## src/rtl/serial_link_bringup_seq.sv

```systemverilog
`timescale 1ns/1ps
// Serial link bring-up sequencer: walks each enabled link through reset, allocator setup, settle, de-isolation and isolation polling.
// Defining SERIAL_LINK_BRINGUP_PERF_EN adds perf_cycles_o, a saturating count of busy cycles.
module serial_link_bringup_seq #(
    parameter int NumLinks = 2,
    parameter int AddrWidth = 32,
    parameter int DataWidth = 32,
    parameter logic [AddrWidth-1:0] CtrlOffset = 'h0,
    parameter logic [AddrWidth-1:0] AllocTxOffset = 'h10,
    parameter logic [AddrWidth-1:0] AllocRxOffset = 'h14,
    parameter logic [AddrWidth-1:0] IsolatedOffset = 'h18,
    parameter logic [DataWidth-1:0] AllocCfg = 'h3,
    parameter int SettleCycles = 50,
    parameter int PollMax = 1024
) (
    input  logic                          clk_1,
    input  logic                          rst_1_n,
    input  logic                          start_i,
    input  logic [NumLinks-1:0]           link_mask_i,
    output logic                          reg_valid_o,
    input  logic                          reg_ready_i,
    output logic                          reg_write_o,
    output logic [AddrWidth-1:0]          reg_addr_o,
    output logic [DataWidth-1:0]          reg_wdata_o,
    output logic [DataWidth/8-1:0]        reg_wstrb_o,
    input  logic [DataWidth-1:0]          reg_rdata_i,
    input  logic                          reg_error_i,
    output logic [NumLinks-1:0]           reg_sel_o,
    output logic                          busy_o,
    output logic                          done_o,
    output logic                          error_o,
    output logic [((NumLinks > 1) ? $clog2(NumLinks) : 1)-1:0] err_link_o,
    output logic [NumLinks-1:0]           link_ready_o
`ifdef SERIAL_LINK_BRINGUP_PERF_EN
    ,
    output logic [31:0]                   perf_cycles_o
`endif
);
    localparam int IdxW = (NumLinks > 1) ? $clog2(NumLinks) : 1;
    localparam int SetW = (SettleCycles > 1) ? $clog2(SettleCycles) : 1;
    localparam int PollW = $clog2(PollMax + 1);

    localparam logic [DataWidth-1:0] CtrlRstDea = DataWidth'(32'h300);
    localparam logic [DataWidth-1:0] CtrlRstA   = DataWidth'(32'h302);
    localparam logic [DataWidth-1:0] CtrlClkEn  = DataWidth'(32'h303);
    localparam logic [DataWidth-1:0] CtrlDeIso  = DataWidth'(32'h003);

    // IDLE/DONE/ERROR accept start; W_* issue one write, R_ISO repeats reads back-to-back;
    // SETTLE is a bus-quiet down-count; SEL picks the next enabled link, NEXT retires the current one.
    typedef enum logic [3:0] {
        S_IDLE, S_SEL, S_W_RSTDEA, S_W_RSTA, S_W_CLKEN, S_W_ATX, S_W_ARX,
        S_SETTLE, S_W_DEISO, S_R_ISO, S_NEXT, S_DONE, S_ERROR
    } state_t;

    state_t              state_q, state_d;
    logic [IdxW-1:0]     idx_q, idx_d, sel_idx;
    logic [NumLinks-1:0] mask_q, mask_d;
    logic [NumLinks-1:0] ready_q, ready_d;
    logic [SetW-1:0]     settle_q, settle_d;
    logic [PollW-1:0]    poll_q, poll_d;
    logic                sel_found;
    logic                hs;
    logic                start_ok;
    logic                unused_rdata;

    assign unused_rdata = ^reg_rdata_i[DataWidth-1:2];
    assign hs = reg_valid_o & reg_ready_i;
    assign start_ok = start_i && (state_q == S_IDLE || state_q == S_DONE || state_q == S_ERROR);

    always_comb begin
        sel_found = 1'b0;
        sel_idx   = idx_q;
        for (int i = NumLinks - 1; i >= 0; i--) begin
            if (mask_q[i] && (i >= int'(idx_q))) begin
                sel_found = 1'b1;
                sel_idx   = IdxW'(i);
            end
        end
    end

    always_comb begin
        reg_valid_o = 1'b0;
        reg_write_o = 1'b0;
        reg_addr_o  = '0;
        reg_wdata_o = '0;
        case (state_q)
            S_W_RSTDEA: begin reg_valid_o = 1'b1; reg_write_o = 1'b1; reg_addr_o = CtrlOffset;    reg_wdata_o = CtrlRstDea; end
            S_W_RSTA:   begin reg_valid_o = 1'b1; reg_write_o = 1'b1; reg_addr_o = CtrlOffset;    reg_wdata_o = CtrlRstA;   end
            S_W_CLKEN:  begin reg_valid_o = 1'b1; reg_write_o = 1'b1; reg_addr_o = CtrlOffset;    reg_wdata_o = CtrlClkEn;  end
            S_W_ATX:    begin reg_valid_o = 1'b1; reg_write_o = 1'b1; reg_addr_o = AllocTxOffset; reg_wdata_o = AllocCfg;   end
            S_W_ARX:    begin reg_valid_o = 1'b1; reg_write_o = 1'b1; reg_addr_o = AllocRxOffset; reg_wdata_o = AllocCfg;   end
            S_W_DEISO:  begin reg_valid_o = 1'b1; reg_write_o = 1'b1; reg_addr_o = CtrlOffset;    reg_wdata_o = CtrlDeIso;  end
            S_R_ISO:    begin reg_valid_o = 1'b1; reg_addr_o = IsolatedOffset; end
            default: ;
        endcase
    end

    always_comb begin
        state_d  = state_q;
        idx_d    = idx_q;
        mask_d   = mask_q;
        ready_d  = ready_q;
        settle_d = settle_q;
        poll_d   = poll_q;
        case (state_q)
            S_IDLE, S_DONE, S_ERROR: begin
                if (start_i) begin
                    state_d = S_SEL;
                    idx_d   = '0;
                    mask_d  = link_mask_i;
                    ready_d = '0;
                    poll_d  = '0;
                end
            end
            S_SEL: begin
                if (sel_found) begin
                    idx_d   = sel_idx;
                    state_d = S_W_RSTDEA;
                end else begin
                    state_d = S_DONE;
                end
            end
            S_W_RSTDEA: if (hs) state_d = reg_error_i ? S_ERROR : S_W_RSTA;
            S_W_RSTA:   if (hs) state_d = reg_error_i ? S_ERROR : S_W_CLKEN;
            S_W_CLKEN:  if (hs) state_d = reg_error_i ? S_ERROR : S_W_ATX;
            S_W_ATX:    if (hs) state_d = reg_error_i ? S_ERROR : S_W_ARX;
            S_W_ARX: begin
                if (hs) begin
                    if (reg_error_i) begin
                        state_d = S_ERROR;
                    end else if (SettleCycles == 0) begin
                        state_d = S_W_DEISO;
                    end else begin
                        settle_d = SetW'(SettleCycles - 1);
                        state_d  = S_SETTLE;
                    end
                end
            end
            S_SETTLE: begin
                if (settle_q == '0) state_d = S_W_DEISO;
                else                settle_d = settle_q - 1'b1;
            end
            S_W_DEISO: if (hs) state_d = reg_error_i ? S_ERROR : S_R_ISO;
            S_R_ISO: begin
                if (hs) begin
                    poll_d = poll_q + 1'b1;
                    if (reg_error_i) begin
                        state_d = S_ERROR;
                    end else if (reg_rdata_i[1:0] == 2'b00) begin
                        ready_d[idx_q] = 1'b1;
                        state_d        = S_NEXT;
                    end else if (poll_d == PollW'(PollMax)) begin
                        state_d = S_ERROR;
                    end
                end
            end
            S_NEXT: begin
                poll_d = '0;
                if (idx_q == IdxW'(NumLinks - 1)) begin
                    state_d = S_DONE;
                end else begin
                    idx_d   = idx_q + 1'b1;
                    state_d = S_SEL;
                end
            end
            default: state_d = S_IDLE;
        endcase
    end

    always_ff @(posedge clk_1 or posedge rst_1_n) begin
        if (rst_1_n) begin
            state_q  <= S_IDLE;
            idx_q    <= '0;
            mask_q   <= '0;
            ready_q  <= '0;
            settle_q <= '0;
            poll_q   <= '0;
        end else begin
            state_q  <= state_d;
            idx_q    <= idx_d;
            mask_q   <= mask_d;
            ready_q  <= ready_d;
            settle_q <= settle_d;
            poll_q   <= poll_d;
        end
    end

    assign busy_o       = !(state_q == S_IDLE || state_q == S_DONE || state_q == S_ERROR);
    assign done_o       = (state_q == S_DONE);
    assign error_o      = (state_q == S_ERROR);
    assign err_link_o   = error_o ? idx_q : '0;
    assign link_ready_o = ready_q;
    assign reg_wstrb_o  = '1;
    assign reg_sel_o    = reg_valid_o ? (NumLinks'(1) << idx_q) : '0;

`ifdef SERIAL_LINK_BRINGUP_PERF_EN
    logic [31:0] perf_q;

    always_ff @(posedge clk_1 or posedge rst_1_n) begin
        if (rst_1_n)                        perf_q <= '0;
        else if (start_ok)                  perf_q <= '0;
        else if (busy_o && (perf_q != '1))  perf_q <= perf_q + 1'b1;
    end

    assign perf_cycles_o = perf_q;
`else
    logic unused_start_ok;
    assign unused_start_ok = start_ok;
`endif

endmodule

```

## config.mk

```make
export PLATFORM = sky130hd
export DESIGN_NAME = serial_link_bringup_seq
export DESIGN_NICKNAME = d
export VERILOG_FILES = /design/src/rtl/serial_link_bringup_seq.sv
export SDC_FILE = /design/constraint.sdc
export NUM_CORES = 1
export LEC_CHECK = 0
export ABC_AREA = 1
export BUFFER_PORTS_ARGS = -buffer_cell sky130_fd_sc_hd__buf_2
export CAP_MARGIN = 40
export CORE_MARGIN = 1.5
export CORE_UTILIZATION = 40
export CTS_CLUSTER_DIAMETER = 60
export DETAILED_ROUTE_END_ITERATION = 6
export PLACE_DENSITY = 0.75
export SLEW_MARGIN = 10
export SYNTH_ARGS = -nofsm -noshare
export SYNTH_HDL_FRONTEND = slang
export SYNTH_SLANG_ARGS = --single-unit
```

## constraint.sdc

```tcl
create_clock -name clk_1 -period 3.9 [get_ports clk_1]
set_input_delay 1.17 -clock clk_1 [delete_from_list [all_inputs] [get_ports clk_1]]
set_output_delay 1.17 -clock clk_1 [all_outputs]
set_load 0.01 [all_outputs]
```

# Yosys cells after proc, flatten, opt, wreduce, memory -nomap -nowiden
# Cells that the tools add are included.
[totals]
out_inout_bits = 78
latchBits = 0
mem_count = 0
mem_bits_ro = 0
regBits = 26
ramBits = 0
input_bits = 39
[op_classes]
n_reduce_logical = 22
div_mod_pow = 0
multipliers = 0
bitwise = 2
n_eq_ne = 29
add_sub_neg = 3
shifts = 1
order_cmp = 3
mux = 49
[op_table]
columns = ["op", "count"]
rows = [
  ["$mux W4", 19],
  ["$pmux W4 S11", 1],
  ["$pmux W10 S4", 1],
  ["$pmux W11 S3", 1],
  ["$ne A2 B2 Y1 const B", 14],
  ["$mux W11", 2],
  ["$eq A4 B4 Y1 const B", 5],
  ["$mux W6", 3],
  ["$eq A4 B3 Y1 const B", 4],
  ["$pmux W5 S3", 1],
  ["$pmux W6 S2", 1],
  ["$add A11 B1 Y11 const B", 1],
  ["$eq A11 B11 Y1 const B", 1],
  ["$mux W1", 11],
  ["$mux W2", 5],
  ["$reduce_and A10 Y1", 1],
  ["$eq A4 B2 Y1 const B", 2],
  ["$reduce_and A4 Y1", 2],
  ["$reduce_or A7 Y1", 1],
  ["$logic_not A6 Y1", 1],
  ["$reduce_bool A3 Y1", 2],
  ["$reduce_or A3 Y1", 2],
  ["$reduce_or A6 Y1", 1],
  ["$sub A6 B1 Y6 const B", 1],
  ["other kinds (23)", 26],
]

# Logic depth before layout (Yosys ltp)
[logic_depth]
word_depth = 9
ltp_mapped = 13
ltp_nobuf = 13

# Worst setup path after synthesis
# Ideal clock, no wire load.
[synth_timing]
path_kind = "flip-flop to output port"
start = "register state_q[0]"
end = "output port reg_wdata_o[9]"
required_ps = 2730
slack_ps = 1511
stages_incl_launch_ff = 5
t_arrival_ps = 1219
path_cell_list = "dfrtp_1 > nor2_1 > inv_1 > o21ai_0 > buf_4"
[synth_via]
elab_chain_cells = 3
[synth_lines]
columns = ["item", "line", "text"]
rows = [
  ["start: declaration", "55", "state_t state_q, state_d;"],
  ["start signal: assignment", "179", "state_q <= state_d;"],
  ["$eq A4 B4 Y1 or $eq A4 B3 Y1 (tied branches)", "86", "case (state_q)"],
  ["$reduce_or A3 Y1 (no line)", "--", ""],
  ["$pmux W10 S4 *", "86", ""],
  ["end: declaration", "24", "output logic [DataWidth-1:0] reg_wdata_o,"],
]
# Every way passes the cells marked *; elsewhere a longest branch is shown, timed or not.

# Final worst setup path
[layout_timing]
start = "register state_q[3]"
end = "output port reg_sel_o[0]"
[layout_via]
elab_chain_cells = 4
[layout_lines]
columns = ["item", "line", "text"]
rows = [
  ["$eq A4 B4 Y1, or another cell as far along", "86", ""],
  ["$reduce_or A7 Y1 (no line) *", "--", ""],
  ["$mux W1 *", "86", ""],
  ["$mux W2 *", "194", "assign reg_sel_o = reg_valid_o ? (NumLinks'(1) << idx_q) : '0;"],
  ["end: declaration", "28", "output logic [NumLinks-1:0] reg_sel_o,"],
]
# Marks and branches as above.

==> metrics.cfg <==
[sta]
final.setup_skew_ns=0.001269
rsz0062_at_grt=no
tns_ns=0
slew_viol_final=0
finalSetupViolations=0
fmax_mhz=357.1
finalCritPeriodShare_pct=71.80
min_period_ns=2.800
hold_viol=0

[setup_path]
worstPathRequired_ns=2.73
r2r_cells=9
critPathKind=register to primary output
start_kind=register
critPathArrivalTime_ns=1.63
crit_path_end_kind=primary output
cp_max_fo=6

[global_route]
grt_max_degree=22
antenna_found_initial=0
grt_use_total_pct=15.07
grt_pass1_vias=1745
grt_first_pass_wirelength_microns=7679
grt_overflow=0

[finish]
nets=406
postLayoutCoreUtil_pct=42.63
layout_common_cells=nand2_1 (79), conb_1 (61), inv_1 (34)
fill_cells=617
syn2layout_area_growth_pct=1.064
final_cell_area_sq_um=2376
diodes=0
stdcell_count=434
layout_commonest_cell=nand2_1
final_layout_size_suffix_gt1_share_pct=17.68

[route]
antenna_left=0
vias=1922
drc_errors=0
drt_iter0_drc=88
vias_per_cell=4.429
wl_microns=4493
wl_per_cell_microns=10.35
firstDrtPassIters=4

[logic_synthesis]
ys_types=34
ys_ff_latch=26
synth_cells=337
synth_top_area_share_pct=27.67
yosysTopAreaCell=dfrtp_1
synth.area.top_cells=dfrtp_1 (28%), buf_4 (20%), nand2_1 (13%), nand3_1 (5.5%), inv_1 (5.4%)
synth_warnings=0
syn_area_sq_um=2351
seq_area_frac_synth_pct=27.67
avgSynthCellArea_sq_um=6.976

[placed_design]
post-dp-hpwl_microns=3813
postPlaceCellArea_sq_um=2335
gp_congestion=0.9114
place_inst=431
numPortBuffers=25

[status]
outcome=finished clean

[clocking]
clk_pin_slew_ns=0.09
ctsHoldBuffers=0
post_cts_buffers=0
cts_tree=yes
clockBufferDepth=2
htree_num_levels=1
cts.sinks=26
cts_resized=0
cts_buffers=3
worstSkewPairLatency_ns=0.26
cts_root_buf=clkbuf_8

[floorplan]
ios=117
die_y_microns=79.67
core-area_sq_um=5574
die_x_microns=79.67
die_area_sq_um=6347
initial_core_util_pct=42.18
std_cell_rows=27

[run]
maxCapViolations=0

[worst_hold_path]
hp-class=register to register
hold_depth=2

[power]
powerDensity_nw_per_um2=658.1
leakagePower_uw=0.001326
max-vdd-ir-drop_mv=0.2969
finalPower_uw=1564

-- final cells by class --
| class | count | area [sq um] | area share, % |
|---|---|---|---|
| tap | 72 | 90.09 | 3.791 |
| multi-input combinational | 267 | 1291 | 54.34 |
| timing repair buffer | 26 | 152.6 | 6.424 |
| inverter | 40 | 150.1 | 6.319 |
| sequential | 26 | 650.6 | 27.38 |
| clock buffer | 3 | 41.29 | 1.738 |
-- through the flow --
stage                     hold slack, ns  setup slack [ns]
after floorplan                   0.4422             1.511
after global placement            0.4600             1.353
after detailed placement          0.4585             1.412
after CTS                         0.4807             1.104
after global routing              0.5245            0.9946
final                             0.4769             1.100
-- per-layer routing --
metal	global-route usage, %	up-vias	wire, microns
li1	-	991	-
met1	19.91	868	2041
met2	26.10	57	2236
met3	1.943	6	174
met4	3.333	0	41
met5	0	-	0
-- cells in the mapped netlist --
| cell type | n |
|---|---|
| nand2_1 | 79 |
| buf_4 | 62 |
| inv_1 | 34 |
| nor2_1 | 33 |
| dfrtp_1 | 26 |
| nand3_1 | 26 |
| nand2_2 | 11 |
| o21ai_0 | 8 |
| o21ai_2 | 7 |
| inv_2 | 6 |
| a21oi_1 | 5 |
| nor3_1 | 5 |
| nand4_1 | 4 |
| ha_1 | 3 |
| a21oi_2 | 2 |
| conb_1 | 2 |
| nand2_4 | 2 |
| nor2_4 | 2 |
| nor2_8 | 2 |
| o21ai_1 | 2 |
| o22ai_1 | 2 |
| xor2_1 | 2 |
| a21boi_1 | 1 |
| a31oi_1 | 1 |
| buf_8 | 1 |
| nand3_2 | 1 |
| nor2_2 | 1 |
| nor4_1 | 1 |
| o2111ai_1 | 1 |
| o211ai_1 | 1 |
| o21a_1 | 1 |
| o21bai_1 | 1 |
| o22ai_2 | 1 |
| or2_1 | 1 |
-- registers in the layout, indices dropped and copies added, names as in the netlist --
signal        cells
poll_q           11
settle_q          6
state_q           4
link_ready_o      2
mask_q            2
idx_q             1
-- path summary, 6_finish.rpt --
kind,end,slack (ns),startpoint
setup / recovery,reg_sel_o[0],1.10,state_q[3]$_DFFE_PP0P_
hold / removal,mask_q[0]$_DFFE_PP0P_,0.48,mask_q[0]$_DFFE_PP0P_
setup reg to reg,poll_q[2]$_DFFE_PP0P_,1.90,state_q[3]$_DFFE_PP0P_
hold reg to reg,mask_q[0]$_DFFE_PP0P_,0.48,mask_q[0]$_DFFE_PP0P_
max in group asynchronous,poll_q[10]$_DFFE_PP0P_,2.66,rst_1_n
min in group asynchronous,settle_q[0]$_DFFE_PP0P_,0.84,rst_1_n
-- report_power, final --
group          internal [uW]  switching, uW
Combinational            316            639
Clock                   69.1           81.4
Sequential               365           91.9
-- critical path, stage by stage (launching register included) --
cell,delay (ns)
dfrtp_1,0.49
nor2_1,0.30
nand2_1,0.18
nand3_2,0.16
nand2_1,0.06
inv_1,0.05
buf_2,0.12
-- kinds of logic after synthesis --
logic type | share of synthesized area, %
other | 0.3194
XOR/XNOR | 0.7452
AND/OR/NAND/NOR | 33.32
adder cells (fa/ha/maj) | 1.597
flip-flops | 27.67
AO/OA/AOI/OAI | 9.527
buffers and inverters | 26.82
(Power assumes the default switching activity.)
